<file path="config.mk">
export PLATFORM = sky130hd
export DESIGN_NAME = wave_classifier
export DESIGN_NICKNAME = d
export VERILOG_FILES = /design/src/rtl/wave_pkg.sv /design/src/rtl/wave_delta_check.sv /design/src/rtl/wave_classifier.sv
export SDC_FILE = /design/constraint.sdc
export NUM_CORES = 1
export LEC_CHECK = 0
export ABC_CLOCK_PERIOD_IN_PS = 10450
export CORE_UTILIZATION = 35
export DETAILED_ROUTE_END_ITERATION = 8
export PLACE_DENSITY_LB_ADDON = 0.25
export SLEW_MARGIN = 25
export SYNTH_ARGS = -nofsm -noshare
export SYNTH_HDL_FRONTEND = slang
export SYNTH_HIERARCHICAL = 1
export SYNTH_SLANG_ARGS = --single-unit
</file>
<file path="constraint.sdc">
create_clock -name clk -period 10.45 [get_ports clk]
set_input_delay 3.135 -clock clk [delete_from_list [all_inputs] [get_ports clk]]
set_output_delay 3.135 -clock clk [all_outputs]
set_load 0.05 [all_outputs]
</file>
<file path="src/rtl/wave_pkg.sv">
// Shared encodings for the waveform classifier: wave_type codes, FSM states,
// compat-mask bit positions and a one-hot mask to wave_type decoder.
package wave_pkg;

    localparam int MAX_LEVEL = 20;

    localparam logic [1:0] WT_SQUARE = 2'd0;
    localparam logic [1:0] WT_SAW    = 2'd1;
    localparam logic [1:0] WT_TRI    = 2'd2;
    localparam logic [1:0] WT_NONE   = 2'd3;

    // Compat bit positions line up with the wave_type codes
    localparam int CM_SQ  = 0;
    localparam int CM_SAW = 1;
    localparam int CM_TRI = 2;

    typedef enum logic [1:0] {
        ST_EMPTY  = 2'd0,
        ST_ACQ    = 2'd1,
        ST_LOCKED = 2'd2
    } state_t;

    function automatic logic [1:0] mask_to_type(input logic [2:0] mask);
        logic [1:0] wt;
        wt = WT_NONE;
        case (mask)
            3'b001:  wt = WT_SQUARE;
            3'b010:  wt = WT_SAW;
            3'b100:  wt = WT_TRI;
            default: wt = WT_NONE;
        endcase
        return wt;
    endfunction

endpackage

</file>
<file path="src/rtl/wave_delta_check.sv">
// Combinational step check: signed delta between consecutive samples and which
// waveform shapes that step is consistent with.
module wave_delta_check #(
    parameter int SAMPLE_W  = 5,
    parameter int MAX_LEVEL = 20
) (
    input  logic [SAMPLE_W-1:0] prev,
    input  logic [SAMPLE_W-1:0] sample,
    output logic [SAMPLE_W:0]   delta,
    output logic [2:0]          compat,
    output logic                out_of_range
);
    import wave_pkg::*;

    localparam logic signed [SAMPLE_W:0] PEAK = (SAMPLE_W+1)'(MAX_LEVEL);
    localparam logic signed [SAMPLE_W:0] ONE  = (SAMPLE_W+1)'(1);

    logic signed [SAMPLE_W:0] d;

    always_comb begin
        d            = $signed({1'b0, sample}) - $signed({1'b0, prev});
        out_of_range = (sample > SAMPLE_W'(MAX_LEVEL));
        compat       = 3'b000;
        compat[CM_SQ]  = (d == '0) || (d == PEAK) || (d == -PEAK);
        compat[CM_SAW] = (d == ONE) || (d == -PEAK);
        compat[CM_TRI] = (d == ONE) || (d == -ONE);
        if (out_of_range) compat = 3'b000;
        delta = d;
    end

endmodule

</file>
<file path="src/rtl/wave_classifier.sv">
// Waveform classifier: narrows square/sawtooth/triangle candidates from sample
// steps, measures the period between anchors and locks after two anchors.
// Optional amplitude min/max outputs when WAVE_CLASSIFIER_AMPL_EN is defined.
module wave_classifier #(
    parameter int SAMPLE_W  = 5,
    parameter int MAX_LEVEL = 20,
    parameter int PERIOD_W  = 8
) (
    input  logic                clk,
    input  logic                rst_n,
    input  logic                sample_valid,
    input  logic [SAMPLE_W-1:0] sample,
    output logic [1:0]          wave_type,
    output logic                locked,
    output logic [PERIOD_W-1:0] period,
`ifdef WAVE_CLASSIFIER_AMPL_EN
    output logic [SAMPLE_W-1:0] amp_min,
    output logic [SAMPLE_W-1:0] amp_max,
`endif
    output logic                err_pulse
);
    import wave_pkg::*;

    localparam logic signed [SAMPLE_W:0] PEAK = (SAMPLE_W+1)'(MAX_LEVEL);
    localparam logic signed [SAMPLE_W:0] ONE  = (SAMPLE_W+1)'(1);

    state_t              state_q, state_d;
    logic [SAMPLE_W-1:0] prev_q, prev_d;
    logic [2:0]          mask_q, mask_d;
    logic                anchors_q, anchors_d;
    logic [PERIOD_W-1:0] cnt_q, cnt_d;
    logic [PERIOD_W-1:0] period_q, period_d;
    logic [1:0]          wave_type_q, wave_type_d;
    logic                locked_q, locked_d;
    logic                err_q, err_d;

    logic [SAMPLE_W:0]   delta;
    logic [2:0]          compat;
    logic                out_of_range;
    logic [2:0]          mask_next;
    logic                one_hot;
    logic                is_anchor;
    logic                cnt_sat;
    logic [PERIOD_W-1:0] cnt_inc;
    logic [PERIOD_W-1:0] measured;
    logic                active;
    logic                lose_lock;
    logic                lock_anchor;

    wave_delta_check #(
        .SAMPLE_W  (SAMPLE_W),
        .MAX_LEVEL (MAX_LEVEL)
    ) u_delta (
        .prev         (prev_q),
        .sample       (sample),
        .delta        (delta),
        .compat       (compat),
        .out_of_range (out_of_range)
    );

    always_comb begin
        mask_next = mask_q & compat;
        one_hot   = (mask_next != 3'b000) && ((mask_next & (mask_next - 3'd1)) == 3'b000);
        is_anchor = one_hot &&
                    ((mask_next[CM_SQ]  && ($signed(delta) == PEAK)) ||
                     (mask_next[CM_SAW] && ($signed(delta) == -PEAK)) ||
                     (mask_next[CM_TRI] && ($signed(delta) == ONE) &&
                      (sample == SAMPLE_W'(MAX_LEVEL))));
        cnt_sat   = (cnt_q == '1) && !is_anchor;
        cnt_inc   = cnt_sat ? cnt_q : cnt_q + 1'b1;
        measured  = (cnt_q == '1) ? cnt_q : cnt_q + 1'b1;
        active    = sample_valid && (state_q != ST_EMPTY);
        lose_lock = active && (state_q == ST_LOCKED) &&
                    ((mask_next == 3'b000) || cnt_sat);
        // Second anchor in ACQ acquires lock; every anchor in LOCKED refreshes it
        lock_anchor = active && is_anchor &&
                      ((state_q == ST_LOCKED) || anchors_q);
    end

    always_comb begin
        state_d     = state_q;
        prev_d      = prev_q;
        mask_d      = mask_q;
        anchors_d   = anchors_q;
        cnt_d       = cnt_q;
        period_d    = period_q;
        wave_type_d = wave_type_q;
        locked_d    = locked_q;
        err_d       = 1'b0;

        if (sample_valid) begin
            case (state_q)
                ST_EMPTY: begin
                    if (out_of_range) begin
                        err_d = 1'b1;
                    end else begin
                        prev_d  = sample;
                        cnt_d   = '0;
                        state_d = ST_ACQ;
                    end
                end
                ST_LOCKED: begin
                    prev_d = sample;
                    cnt_d  = is_anchor ? '0 : cnt_inc;
                    if (lose_lock) begin
                        err_d       = 1'b1;
                        locked_d    = 1'b0;
                        wave_type_d = WT_NONE;
                        mask_d      = 3'b111;
                        anchors_d   = 1'b0;
                        state_d     = ST_ACQ;
                        if (cnt_sat) cnt_d = '0;
                        if (out_of_range) begin
                            prev_d  = '0;
                            cnt_d   = '0;
                            state_d = ST_EMPTY;
                        end
                    end else if (is_anchor) begin
                        period_d = measured;
                    end
                end
                default: begin
                    prev_d = sample;
                    cnt_d  = is_anchor ? '0 : cnt_inc;
                    if ((mask_next == 3'b000) || cnt_sat) begin
                        // Restart; clearing a saturated counter avoids re-tripping forever
                        mask_d    = 3'b111;
                        anchors_d = 1'b0;
                        err_d     = out_of_range;
                        if (cnt_sat) cnt_d = '0;
                    end else begin
                        mask_d = mask_next;
                        if (lock_anchor) begin
                            period_d    = measured;
                            wave_type_d = mask_to_type(mask_next);
                            locked_d    = 1'b1;
                            anchors_d   = 1'b0;
                            state_d     = ST_LOCKED;
                        end else if (is_anchor) begin
                            anchors_d = 1'b1;
                        end
                    end
                end
            endcase
        end
    end

    always_ff @(posedge clk or negedge rst_n) begin
        if (!rst_n) begin
            state_q     <= ST_EMPTY;
            prev_q      <= '0;
            mask_q      <= 3'b111;
            anchors_q   <= 1'b0;
            cnt_q       <= '0;
            period_q    <= '0;
            wave_type_q <= WT_NONE;
            locked_q    <= 1'b0;
            err_q       <= 1'b0;
        end else begin
            state_q     <= state_d;
            prev_q      <= prev_d;
            mask_q      <= mask_d;
            anchors_q   <= anchors_d;
            cnt_q       <= cnt_d;
            period_q    <= period_d;
            wave_type_q <= wave_type_d;
            locked_q    <= locked_d;
            err_q       <= err_d;
        end
    end

    assign wave_type = wave_type_q;
    assign locked    = locked_q;
    assign period    = period_q;
    assign err_pulse = err_q;

`ifdef WAVE_CLASSIFIER_AMPL_EN
    logic [SAMPLE_W-1:0] trk_min_q, trk_min_d;
    logic [SAMPLE_W-1:0] trk_max_q, trk_max_d;
    logic [SAMPLE_W-1:0] amp_min_q, amp_min_d;
    logic [SAMPLE_W-1:0] amp_max_q, amp_max_d;

    // Trackers span anchor to anchor; outputs take the span that just closed
    always_comb begin
        trk_min_d = trk_min_q;
        trk_max_d = trk_max_q;
        amp_min_d = amp_min_q;
        amp_max_d = amp_max_q;
        if (sample_valid && !out_of_range) begin
            if (!active || is_anchor) begin
                trk_min_d = sample;
                trk_max_d = sample;
            end else begin
                if (sample < trk_min_q) trk_min_d = sample;
                if (sample > trk_max_q) trk_max_d = sample;
            end
        end
        if (lose_lock) begin
            amp_min_d = '0;
            amp_max_d = '0;
        end else if (lock_anchor) begin
            amp_min_d = trk_min_q;
            amp_max_d = trk_max_q;
        end
    end

    always_ff @(posedge clk or negedge rst_n) begin
        if (!rst_n) begin
            trk_min_q <= '0;
            trk_max_q <= '0;
            amp_min_q <= '0;
            amp_max_q <= '0;
        end else begin
            trk_min_q <= trk_min_d;
            trk_max_q <= trk_max_d;
            amp_min_q <= amp_min_d;
            amp_max_q <= amp_max_d;
        end
    end

    assign amp_min = amp_min_q;
    assign amp_max = amp_max_q;
`endif

endmodule

</file>
# ---- Yosys cells after proc, flatten, opt, wreduce, memory -nomap -nowiden
# Cells that the tools add are included.
dict set report word_totals {
  out_inout_bits 12
  input_bits 8
  word_cells 114
  ff_bits 31
}
dict set report op_classes {
  muxes 46
  magnitude_cmp 1
  reduce_logical 36
  eq_ne 16
  n_addsub 3
  bitwise 3
}
# operator n
set ops {}
lappend ops {{two-way mux 8 bit} 12}
lappend ops {{case mux 8 bit (2 select lines)} 2}
lappend ops {{two-way mux 5 bit} 3}
lappend ops {{two-way mux 2 bit} 7}
lappend ops {{equality test 6 bit, second input constant} 2}
lappend ops {{logical AND 1 bit} 12}
lappend ops {{two-way mux 1 bit} 11}
lappend ops {{!= test 2 bit, second input constant} 5}
lappend ops {{case mux 5 bit (2 select lines)} 1}
lappend ops {{AND reduction 5 bit} 2}
lappend ops {{two-way mux 3 bit} 3}
lappend ops {{adder 8 x 1 -> 8 bit, second input constant} 1}
lappend ops {{equality test 8 bit, second input constant} 1}
lappend ops {{logical OR 1 bit} 8}
lappend ops {{case mux 2 bit (2 select lines)} 2}
lappend ops {{AND 3 bit} 2}
lappend ops {{equality test 6 x 1 -> 1 bit, second input constant} 1}
lappend ops {{equality test 6 x 2 -> 1 bit, second input constant} 1}
lappend ops {{logical NOT 3 bit} 2}
lappend ops {{logical NOT 6 bit} 1}
lappend ops {{case mux 1 bit (2 select lines)} 3}
lappend ops {{case mux 2 bit (3 select lines)} 1}
lappend ops {{case mux 3 bit (2 select lines)} 1}
lappend ops {{AND reduction 6 bit} 1}
lappend ops {{18 further kinds} 20}

# ---- Depth between registers and ports, before layout
dict set report logic_depth {
  word_depth 19
  depth_mapped 13
  ltp_nobuf 12
}

# ---- Modules after synthesis
# The synthesis kept the hierarchy.
# module seq_area_each_um2 cells_per_inst instances area_each_um2
set by_module_without_submodules {}
lappend by_module_without_submodules {wave_classifier 782.0 193 1 1845.5}
lappend by_module_without_submodules {wave_delta_check 0.0 62 1 425.4}

# ---- Least setup slack after synthesis
# Ideal clock, no wire load.
dict set report synth_path {
  path_type {input-to-reg}
  start {input sample[0]}
  end {register period_q[0] (netlist: period[0])}
  path_stages 13
  required_time_ns 10.325
  setup_ns 0.125
  arrival_ns 5.977
  path_buffers 1
  slack_ns 4.348
  path_cell_list {inv_1 ha_1 nand2b_2 a21oi_2 xor2_2 or4_4 o22ai_1 and2_1 and4_1 a21oi_2 a2111o_1 buf_6 mux2_4}
}
dict set report synth_via {
  word_cells_on_any_way 38
  classes_between {2 x add/sub; 1 x order compare; 8 x eq/ne; 1 x mux; 2 x bitwise; 24 x reduce/logical}
}
# item line_no
set synth_lines {}
lappend synth_lines {{from (decl)} wave_classifier.sv:12} ;# input logic [SAMPLE_W-1:0] sample,
lappend synth_lines {{subtractor 5 x 5 -> 6 bit *} wave_delta_check.sv:21} ;# d = $signed({1'b0, sample}) - $signed({1'b0, prev});
lappend synth_lines {{via delta[3]} wave_classifier.sv:37} ;# logic [SAMPLE_W:0] delta;
lappend synth_lines {{equality test 6 x 2 -> 1 bit or equality test 6 x 1 -> 1 bit (tied branches)} wave_delta_check.sv:26} ;# compat[CM_TRI] = (d == ONE) || (d == -ONE);
lappend synth_lines {{logical OR 1 bit *} wave_delta_check.sv:26}
lappend synth_lines {{two-way mux 3 bit *} wave_delta_check.sv:27} ;# if (out_of_range) compat = 3'b000;
lappend synth_lines {{via compat[2]} wave_classifier.sv:38} ;# logic [2:0] compat;
lappend synth_lines {{AND 3 bit *} wave_classifier.sv:62} ;# mask_next = mask_q & compat;
lappend synth_lines {{subtractor 3 x 1 -> 3 bit} wave_classifier.sv:63} ;# one_hot = (mask_next != 3'b000) && ((mask_next & (mask_next - 3'd1)) == 3'b000);
lappend synth_lines {{[... 2 more ...]} n/a}
lappend synth_lines {{logical AND 1 bit} wave_classifier.sv:63}
lappend synth_lines {{logical AND 1 bit} wave_classifier.sv:64} ;# is_anchor = one_hot &&
lappend synth_lines {{logical NOT 1 bit} wave_classifier.sv:69} ;# cnt_sat = (cnt_q == '1) && !is_anchor;
lappend synth_lines {{logical AND 1 bit} wave_classifier.sv:69}
lappend synth_lines {{logical OR 1 bit} {wave_classifier.sv:74, wave_classifier.sv:125}}
lappend synth_lines {{logical AND 1 bit} wave_classifier.sv:73} ;# lose_lock = active && (state_q == ST_LOCKED) &&
lappend synth_lines {{!= test 2 bit (no line)} n/a}
lappend synth_lines {{AND reduction 6 bit (no line) *} n/a}
lappend synth_lines {{to (signal assigned)} wave_classifier.sv:165} ;# period_q <= period_d;
lappend synth_lines {{to (decl)} wave_classifier.sv:32} ;# logic [PERIOD_W-1:0] period_q, period_d;
# The timed path passes the listed nets; every way through them passes the cells marked *.
# A chain may end at the register's enable or synchronous reset.

# ---- Worst setup path after layout
dict set report layout_path {
  start {input sample[0]}
  end {register period_q[1] (netlist: period[1])}
}
dict set report layout_via {
  word_cells_on_any_way 38
  classes_between {2 x add/sub; 1 x order compare; 8 x eq/ne; 1 x mux; 2 x bitwise; 24 x reduce/logical}
}
# item line_no
set layout_lines {}
lappend layout_lines {{subtractor 5 x 5 -> 6 bit *} wave_delta_check.sv:21}
lappend layout_lines {{via delta[3]} wave_classifier.sv:37}
lappend layout_lines {{equality test 6 x 2 -> 1 bit or equality test 6 bit (tied branches)} wave_delta_check.sv:25} ;# compat[CM_SAW] = (d == ONE) || (d == -PEAK);
lappend layout_lines {{logical OR 1 bit *} wave_delta_check.sv:25}
lappend layout_lines {{two-way mux 3 bit *} wave_delta_check.sv:27}
lappend layout_lines {{via compat[1]} wave_classifier.sv:38}
lappend layout_lines {{AND 3 bit *} wave_classifier.sv:62}
lappend layout_lines {{subtractor 3 x 1 -> 3 bit} wave_classifier.sv:63}
lappend layout_lines {{[... 2 more ...]} n/a}
lappend layout_lines {{logical AND 1 bit} wave_classifier.sv:63}
lappend layout_lines {{logical AND 1 bit} wave_classifier.sv:64}
lappend layout_lines {{logical NOT 1 bit} wave_classifier.sv:69}
lappend layout_lines {{logical AND 1 bit} wave_classifier.sv:69}
lappend layout_lines {{logical OR 1 bit} {wave_classifier.sv:74, wave_classifier.sv:125}}
lappend layout_lines {{logical AND 1 bit} wave_classifier.sv:73}
lappend layout_lines {{!= test 2 bit (no line)} n/a}
lappend layout_lines {{AND reduction 6 bit (no line) *} n/a}
# Marks and branches as above.

==> out/metrics.cfg <==
[outcome]
status=finished, final reports clean

[setup_path]
max_stage_delay_ns=0.67
r2r_slack_ns=6.47
cp-start-kind=input port
crit_start=sample[0]
reg2reg_depth=11
reg2reg_from=prev_q[1]
crit_chain=clkdlybuf4s50_1, inv_1, ha_1, nand2b_2, a21oi_2, xor2_2, or4_4, a21oi_1, a22oi_1, o21ai_1, a2111o_1, mux2_4
critPathTopFamily=compound AO/OA/AOI/OAI gates
endpoint_kind=flop
crit_required_ns=10.60
cp_max_fo=12
r2r_end=period[1]
cp.arrival_ns=7.17
crit_type=in -> reg
worst-path-buf-inv=2
critPathSlowestCell=o21ai_1

[power_and_ir_drop]
peakVddDrop_mv=0.0797
seqPwrFrac=0.405
swShare=0.392
switchingPower_w=0.000164
combPwrFrac=0.382
powerDensity_nw_per_um2=160
p_clk_frac=0.213
p_int_w=0.000254
power_leakage_nw=1.14

[clock_network]
clk_pin_slew_ns=0.07
htree_levels=2
cts_root_buf=clkbuf_8
cts.repair.resized=0
cts.hold.buffers_added=0
clk_latency_ns=0.28
cts_made_buffers=5
cts_tree=built
cts_setup_buffers=0
clock_sinks=31
clk_path_buf_depth=2

[placement]
dpl.hpwl_um=3930
dp_slack_ns=3.17
gp_congestion=0.838
port-buffer-count=19
placed_area_um2=2540

[layout]
post-route-util=0.429
final_nets=291
final_area_um2=2620
area_delta_synth_final_pct=15.3
drive_gt1_frac=0.112
fillers=631
diodes=0

[floorplan]
num_rows=28
die_y_um=82.6
start_util=0.373
die_area_um2=6810
ioPinCount=20
core_area_um2=6100
die_w_um=82.6

[detailed_routing]
initialDrtViolationCount=156
routed_wl_um=5140
post-route-drc-count=0
viasPerCell=5.63
postRouteAntennaNets=0
wl_per_cell_um=14.6
drtPass1Iterations=4
num_vias=1981

[timing]
final_max_slew_viol_count=0
finalCritPeriodShare=0.671
hold_violations=0
holdWs_ns=0.478
skew_ns=0.00942
fin_setup_tns_ns=0
period_minus_slack_ns=7.01
rsz0062_at_grt=false
postLayoutSetupSlackWorst_ns=3.44
timing.fmax_ghz=0.143
max_slew_margin=0.456
setup_viol=0
worst_slew_pin_slew_ns=0.811

[synth]
syn_inst=255
synth.distinct_cells=61
yosys_warnings=6
syn-cell-area_um2=2270
synth_top_cell_by_area=dfrtp_1
syn_area_per_cell_um2=8.91
synth_nets=270
async_flop_share=1.00
synth.most_common_cell=dfrtp_1
synth_area_leaders=dfrtp_1 29%, dfstp_2 5.8%, mux2i_1 4.0%, o21ai_0 4.0%, mux2_4 4.0%
yosys_register_bits=31
synth_flop_cell=dfrtp_1
synth-edff-count=0
synth.cells.most_frequent=26 x dfrtp_1, 23 x inv_1, 19 x nand2_1
synth_top_area_share=0.287
seq_area_frac_synth=0.344

[run]
maxCapViolCount=0

[global_route]
grt_max_degree=32
antenna_found_initial=0
grt.total_usage=0.172
grt_pass1_vias=1839
overflow=0
grt_first_pass_wirelength_um=8970

[hold_path]
hold_path.class=reg -> reg
min_from=wave_type[0]
min_to=wave_type[0]
hold_depth=2

==> cell usage in the layout, fill, tap and decap left out, types with 2 or more instances in the layout <==
cell / n
nand2b_2: 2
nor2b_1: 4
nand4_1: 3
o21ai_0: 17
dfstp_2: 5
nand2_1: 19
mux2_4: 6
and4_1: 2
dfrtp_1: 26
nor3_1: 5
nand3_1: 8
buf_4: 2
and3_1: 7
mux2i_1: 9
clkbuf_8: 5
xor2_1: 2
ha_1: 7
o22ai_1: 4
a221o_1: 2
a21boi_1: 2
xnor2_1: 3
a211oi_1: 6
a21oi_2: 4
clkbuf_1: 2
a31oi_1: 3
o2111ai_1: 3
inv_1: 23
o21a_1: 2
clkdlybuf4s50_1: 19
nand2b_1: 2
a21oi_1: 17
o211ai_1: 5
nor2_1: 17
a21o_1: 3
==> power by group through the flow <==
stage	registers (W)	clock network (W)	logic (W)
finish	0.000169	0.0000890	0.000160
global placement	0.000170	0	0.000157
global route	0.000174	0.0000976	0.000182
detailed placement	0.000170	0	0.000159
floorplan	0.000168	0	0.000118
CTS	0.000168	0.0000923	0.000160
==> cell type report <==
class,count,area (um^2),share of cell area
clock inverter,1,5.00,0.00191
tap,75,93.8,0.0359
clock buffer,7,76.3,0.0292
inverter,23,86.3,0.0330
multi-input combinational,194,1370,0.523
sequential,31,782,0.299
timing repair buffer,21,205,0.0784
==> sequential cells by signal (all words and copies together), names as in the netlist <==
register and count:
anchors_q 1, cnt_q 8, err_pulse 1, locked 1, mask_q 3, period 8
prev_q 5, state_q 2, wave_type 2
==> worst min-delay path: stages, from the launching register on <==
cell      delay [ns]
dfstp_2         0.38
inv_1           0.05
a211oi_1        0.06
==> per-layer routing <==
layer  up-vias  track usage  share of wire
li1        988            -              -
met1       927        0.262           0.51
met2        64        0.250           0.43
met3         2       0.0297          0.059
met4         0       0.0379         0.0052
met5         -            0              0
==> through the flow <==
| stage | instances | power, W |
|---|---|---|
| finish | 352 | 0.000418 |
| detailed placement | 344 | 0.000329 |
| CTS | 352 | 0.000420 |
| global route | 352 | 0.000454 |
| floorplan | 255 | 0.000286 |
| global placement | 344 | 0.000327 |
==> worst max-delay path by stage <==
| stage | depth (start not counted) | end | slack (ns) |
|---|---|---|---|
| floorplan | 13 | period[0] | 4.35 |
| global placement | 12 | period[2] | 3.00 |
| detailed placement | 12 | period[1] | 3.17 |
| CTS | 12 | period[1] | 3.45 |
| global route | 13 | prev_q[1] | 3.12 |
| finish | 12 | period[1] | 3.44 |
==> cells by family after synthesis <==
kind of cell               share of synthesized area
and+or+nand+nor                                0.190
xor gates and xnor gates                      0.0364
AOI/OAI and AO/OA                              0.259
adders and majority gates                     0.0386
DFF                                            0.344
buffers and inverters                         0.0529
muxes                                         0.0793
No activity file was read; power rests on OpenSTA's default activity.
